File: src/rtl/divider_iterative.sv
// Sequential radix-2 restoring divider: one quotient bit per clock, start/done handshake.
// Zero divisor short-circuits to DONE with quotient all-ones and the raw dividend as remainder.
// Optional two's-complement support is compiled in with `define DIVIDER_SIGNED_EN; without it
// sign_op_i is ignored and every division is unsigned.
module divider_iterative #(
  parameter int unsigned WIDTH = 16
) (
  input  logic             clk_i,
  input  logic             rst_i,
  input  logic             start_i,
  input  logic             sign_op_i,
  input  logic [WIDTH-1:0] dividend_i,
  input  logic [WIDTH-1:0] divisor_i,
  output logic             ready_o,
  output logic             busy_o,
  output logic             done_o,
  output logic             div_zero_o,
  output logic [WIDTH-1:0] quotient_o,
  output logic [WIDTH-1:0] remainder_o
);

  localparam int unsigned CntW = $clog2(WIDTH);

  typedef enum logic [1:0] {
    StIdle,
    StCalc,
    StDone
  } state_e;

  state_e            state_q, state_d;
  logic [CntW-1:0]   count_q, count_d;
  logic [WIDTH-1:0]  rem_q, rem_d;       // partial remainder R
  logic [WIDTH-1:0]  quo_q, quo_d;       // working quotient Q, starts as |dividend|
  logic [WIDTH-1:0]  dvsr_q, dvsr_d;     // |divisor|
  logic [WIDTH-1:0]  quotient_q, quotient_d;
  logic [WIDTH-1:0]  remainder_q, remainder_d;
  logic              div_zero_q, div_zero_d;

  logic              accept;
  logic [WIDTH-1:0]  dvd_mag;
  logic [WIDTH-1:0]  dvs_mag;
  logic [WIDTH:0]    shifted;
  logic [WIDTH:0]    trial;
  logic [WIDTH-1:0]  iter_rem;
  logic [WIDTH-1:0]  iter_quo;
  logic [WIDTH-1:0]  res_quo;
  logic [WIDTH-1:0]  res_rem;

`ifdef DIVIDER_SIGNED_EN
  logic              neg_quo_q, neg_quo_d;
  logic              neg_rem_q, neg_rem_d;
  logic              dvd_neg;
  logic              dvs_neg;
`else
  logic              unused_sign_op;
  assign unused_sign_op = sign_op_i;
`endif

  // Accept only when not iterating; DONE accepts too so ops can run back to back.
  assign accept = start_i & (state_q != StCalc);

`ifdef DIVIDER_SIGNED_EN
  // Operand magnitudes and result sign flags, taken at accept.
  always_comb begin
    dvd_neg = sign_op_i & dividend_i[WIDTH-1];
    dvs_neg = sign_op_i & divisor_i[WIDTH-1];
    dvd_mag = dvd_neg ? -dividend_i : dividend_i;
    dvs_mag = dvs_neg ? -divisor_i : divisor_i;
  end
`else
  assign dvd_mag = dividend_i;
  assign dvs_mag = divisor_i;
`endif

  // One restoring step: shift {R,Q} left, subtract |divisor|, keep or restore.
  always_comb begin
    shifted  = {rem_q, quo_q[WIDTH-1]};
    trial    = shifted - {1'b0, dvsr_q};
    // trial[WIDTH] set means the subtraction borrowed: restore.
    if (!trial[WIDTH]) begin
      iter_rem = trial[WIDTH-1:0];
      iter_quo = {quo_q[WIDTH-2:0], 1'b1};
    end else begin
      iter_rem = shifted[WIDTH-1:0];
      iter_quo = {quo_q[WIDTH-2:0], 1'b0};
    end
  end

`ifdef DIVIDER_SIGNED_EN
  // Sign fix-up on the final step; -32768/-1 wraps naturally to 16'h8000.
  always_comb begin
    res_quo = neg_quo_q ? -iter_quo : iter_quo;
    res_rem = neg_rem_q ? -iter_rem : iter_rem;
  end
`else
  assign res_quo = iter_quo;
  assign res_rem = iter_rem;
`endif

  // Next-state and datapath update.
  always_comb begin
    state_d     = state_q;
    count_d     = count_q;
    rem_d       = rem_q;
    quo_d       = quo_q;
    dvsr_d      = dvsr_q;
    quotient_d  = quotient_q;
    remainder_d = remainder_q;
    div_zero_d  = div_zero_q;
`ifdef DIVIDER_SIGNED_EN
    neg_quo_d   = neg_quo_q;
    neg_rem_d   = neg_rem_q;
`endif
    unique case (state_q)
      StIdle, StDone: begin
        state_d = StIdle;
        if (accept) begin
          if (divisor_i == '0) begin
            state_d     = StDone;
            quotient_d  = '1;
            remainder_d = dividend_i;
            div_zero_d  = 1'b1;
          end else begin
            state_d = StCalc;
            count_d = '0;
            rem_d   = '0;
            quo_d   = dvd_mag;
            dvsr_d  = dvs_mag;
`ifdef DIVIDER_SIGNED_EN
            neg_quo_d = dvd_neg ^ dvs_neg;
            neg_rem_d = dvd_neg;
`endif
          end
        end
      end
      StCalc: begin
        rem_d   = iter_rem;
        quo_d   = iter_quo;
        count_d = count_q + CntW'(1);
        if (count_q == CntW'(WIDTH - 1)) begin
          state_d     = StDone;
          quotient_d  = res_quo;
          remainder_d = res_rem;
          div_zero_d  = 1'b0;
        end
      end
      default: state_d = StIdle;
    endcase
  end

  // State registers with synchronous reset taking priority over any operation.
  always_ff @(posedge clk_i) begin
    if (rst_i) begin
      state_q     <= StIdle;
      count_q     <= '0;
      rem_q       <= '0;
      quo_q       <= '0;
      dvsr_q      <= '0;
      quotient_q  <= '0;
      remainder_q <= '0;
      div_zero_q  <= 1'b0;
`ifdef DIVIDER_SIGNED_EN
      neg_quo_q   <= 1'b0;
      neg_rem_q   <= 1'b0;
`endif
    end else begin
      state_q     <= state_d;
      count_q     <= count_d;
      rem_q       <= rem_d;
      quo_q       <= quo_d;
      dvsr_q      <= dvsr_d;
      quotient_q  <= quotient_d;
      remainder_q <= remainder_d;
      div_zero_q  <= div_zero_d;
`ifdef DIVIDER_SIGNED_EN
      neg_quo_q   <= neg_quo_d;
      neg_rem_q   <= neg_rem_d;
`endif
    end
  end

  assign ready_o     = (state_q != StCalc);
  assign busy_o      = (state_q == StCalc);
  assign done_o      = (state_q == StDone);
  assign div_zero_o  = div_zero_q;
  assign quotient_o  = quotient_q;
  assign remainder_o = remainder_q;

endmodule

File: config.mk
export PLATFORM = sky130hd
export DESIGN_NAME = divider_iterative
export DESIGN_NICKNAME = d
export VERILOG_FILES = /design/src/rtl/divider_iterative.sv
export SDC_FILE = /design/constraint.sdc
export NUM_CORES = 1
export LEC_CHECK = 0
export ABC_AREA = 0
export CAP_MARGIN = 10
export CORE_ASPECT_RATIO = 1.4
export CORE_MARGIN = 5
export CORE_UTILIZATION = 30
export DETAILED_ROUTE_END_ITERATION = 12
export DONT_BUFFER_PORTS = 1
export HOLD_SLACK_MARGIN = 0.08
export MAX_ROUTING_LAYER = met4
export PLACE_DENSITY = 0.54
export SLEW_MARGIN = 5
export SYNTH_ARGS = -nofsm -noshare
export SYNTH_HDL_FRONTEND = slang
export SYNTH_SLANG_ARGS = --single-unit
File: constraint.sdc
create_clock -name clk_i -period 2.6 [get_ports clk_i]
set_input_delay 0.13 -clock clk_i [delete_from_list [all_inputs] [get_ports clk_i]]
set_output_delay 0.13 -clock clk_i [all_outputs]
set_load 0.01 [all_outputs]
==> results.json <==
{
  "routed_via_density": 5.14,
  "rrSetupSlack_ns": -0.005,
  "worstHoldPathCells": 2,
  "multi_input_comb_area_um2": 2660,
  "layout.nets": 688,
  "tritoncts": "built",
  "worst_slew_pin_slew_ns": 0.464,
  "syn_to_final_growth_pct": 32.2,
  "row_count": 52,
  "p_sw_mw": 3.33,
  "diodes": 0,
  "busiest_layer": "met2",
  "whs_ns": 0.0990,
  "synthDistinctLibCells": 57,
  "intPower_mw": 4.75,
  "grt_use_total": 0.153,
  "syn_inst": 564,
  "ff2ff_path_depth": 12,
  "p_seq_frac": 0.205,
  "finalCritPeriodShare": 1.00,
  "whs_endpoint": "remainder_o[6]",
  "fillers": 1483,
  "path_class": "register to register",
  "maxCapViolations": 0,
  "hpwl_um": 9740,
  "drt_pre_antenna_iters": 4,
  "layout-drive-gt1-share": 0.192,
  "skew_ns": 0.00539,
  "synth.top_cells.by_area": "dfxtp_1 (39%), nand2_1 (8.5%), nor2_1 (5.4%)",
  "period_needed_ns": 2.61,
  "cts-root-buf": "clkbuf_16",
  "die_y_um": 154,
  "initial_utilization": 0.306,
  "synth_nets": 618,
  "clk_latency_ns": 0.34,
  "clkPwrFrac": 0.166,
  "gp_congestion": 0.864,
  "outcome": "finished with violations",
  "synth_area_um2": 4440,
  "r2r_start": "quo_q[15]",
  "power_frac_comb": 0.629,
  "cts_num_sinks": 87,
  "synth_warnings": 0,
  "required_ns": 2.87,
  "cp-start-kind": "register",
  "worst_slack_ns": -0.00505,
  "yosys.area.top_type": "dfxtp_1",
  "powerDensity_nw_per_um2": 1380,
  "clk_pin_slew_ns": 0.07,
  "grt_pass1_wl_um": 21300,
  "drc": 0,
  "met1_usage": 0.174,
  "synth-async-reset-ratio": 0,
  "leakagePower_nw": 2.26,
  "arrival_ns": 2.88,
  "cts_htree_levels": 3,
  "seqCellArea_um2": 1750,
  "finalHoldViolations": 0,
  "crit_path_end_kind": "register",
  "synth_edf_count": 0,
  "ys.flop_type": "dfxtp_1",
  "ios": 72,
  "grt_max_degree": 73,
  "finalSetupTns_ns": -0.00505,
  "port_buffers": 0,
  "critPathLaunch": "quo_q[15]",
  "fmax_mhz": 384,
  "syn_area_per_cell_um2": 7.88,
  "drv_slew": 0,
  "setup_viol": 1,
  "ys_seq_area_frac": 0.392,
  "p_sw_frac": 0.413,
  "min-delay-start": "dividend_i[6]",
  "coreArea_um2": 14500,
  "clock_path_buffers": 2,
  "relSlewSlack": 0.688,
  "cts_made_buffers": 9,
  "post_drt_wl_per_cell_um": 15.9,
  "grt_pass1_vias": 4226,
  "drt-initial-drc-count": 308,
  "synth-seq-cells": 87,
  "hp-class": "input pin to register",
  "use_met3": 0.0275,
  "critical_path.max_fanout": 4,
  "gr-total-overflow": 0,
  "routed_wirelength_um": 13100,
  "antenna_found_initial": 0,
  "regToRegEndpoint": "remainder_o[10]",
  "ir_drop_v": 0.000633,
  "use_met2": 0.270,
  "rsz0062_at_grt": "true",
  "p_total_mw": 8.08,
  "violations": "negative setup slack",
  "fp.dieArea_um2": 17400,
  "synth_top_area_share": 0.392,
  "die_w_um": 113,
  "drtAntennaViolNets": 0,
  "vias": 4255
}
stage by stage:
step	worst slack [ns]	instances	utilization	area [µm²]
floorplan	0.0490	564	-	4450
global placement	-0.0780	768	0.340	4940
detailed placement	-0.108	768	0.340	4940
CTS	-0.0143	827	0.393	5700
global route	-0.109	828	0.405	5880
finish	-0.00505	828	0.405	5880
routing by layer:
metal,wire (µm),up-vias
met5,0,-
li1,-,2142
met3,751,20
met4,278,0
met2,6720,89
met1,5400,2004
layout by cell type, fill, tap and decap left out, types with 6 or more instances in the layout:
cell type / count
o21ai_1: 8
nor4_1: 7
a311oi_1: 18
nor2_1: 64
a21oi_1: 43
nand2_1: 101
inv_1: 19
a211oi_2: 6
xnor2_1: 8
nand3_1: 18
ha_1: 15
clkbuf_16: 9
dlygate4sd3_1: 32
dfxtp_1: 84
a211oi_1: 21
o21ai_0: 27
buf_4: 56
worst max-delay path: stages, from the launching register on:
cell      delay (ns)
dfxtp_2         0.32
inv_2           0.06
ha_4            0.14
inv_2           0.03
fa_2            0.36
buf_4           0.15
a21oi_1         0.24
o22ai_2         0.15
or4_1           0.42
o311ai_0        0.15
xnor2_1         0.25
nand3_4         0.11
a31oi_1         0.16
cells by family (layout without fill, tap and decap cells):
group / Yosys count / in the layout / synth area share
buf+inv: 56 / 131 / 0.0546
simple gates: 222 / 222 / 0.217
fa+ha+maj: 18 / 18 / 0.0524
flops: 87 / 87 / 0.392
xor+xnor: 11 / 11 / 0.0217
mux: 6 / 6 / 0.0152
compound gates: 164 / 164 / 0.247
final cells by class:
type	count	share of cell area
Multi-Input combinational cell	421	0.452
Clock buffer	10	0.0407
Inverter	21	0.0134
Tap cell	189	0.0402
Sequential cell	87	0.297
Timing Repair Buffer	94	0.145
Clock inverter	6	0.0117
timing repair:
| action | 4_1_cts | 5_1_grt |
|---|---|---|
| pin swaps | 6 | 12 |
| resized for setup | 10 | 35 |
| hold endpoints to repair | 78 | 0 |
| gates cloned | 0 | 0 |
| buffers inserted | 10 | 1 |
| endpoints found under the setup margin | 23 | 34 |
| hold buffers | 33 | 0 |
sequential cells by signal, summed over array words and instances, names as in the netlist:
name	cells
count_q	4
state_q	2
quotient_o	16
div_zero_o	1
dvsr_q	16
quo_q	16
remainder_o	16
rem_q	16
synth_stat cells, types with 2 or more instances:
master,n
a21boi_1,2
nand4_1,2
and3_1,4
a21oi_1,45
nand2_1,101
nor2b_1,5
mux2i_1,3
xnor2_1,8
a211oi_1,25
xor2_1,3
a311oi_1,18
o221ai_1,2
mux2_2,2
nand3_1,21
nor3_1,6
buf_2,5
o21a_1,3
o21ai_1,5
dfxtp_1,87
a21o_1,5
ha_1,17
inv_1,21
a211oi_2,3
buf_6,3
nor2_1,64
or2_2,2
nor4_1,7
a211o_1,2
o2111ai_1,2
o21ai_0,33
or3_1,2
a31oi_1,4
clkbuf_1,26
o211ai_1,3
worst max-delay path by stage:
stage	endpoint	slack (ns)	cells after the start
finish	remainder_o[10]	-0.005	12
global route	remainder_o[6]	-0.11	11
CTS	remainder_o[6]	-0.01	11
detailed placement	remainder_o[6]	-0.11	11
global placement	remainder_o[6]	-0.08	11
floorplan	remainder_o[6]	0.05	12
power groups by stage:
stage,Combinational [mW],Clock [mW],Sequential [mW]
final,5.09,1.34,1.66
after global routing,5.52,1.41,1.68
after CTS,4.51,1.36,1.64
after detailed placement,4.12,0,1.67
after global placement,4.09,0,1.67
after floorplan,2.74,0,1.61
No activity file was read; power rests on OpenSTA's default activity.
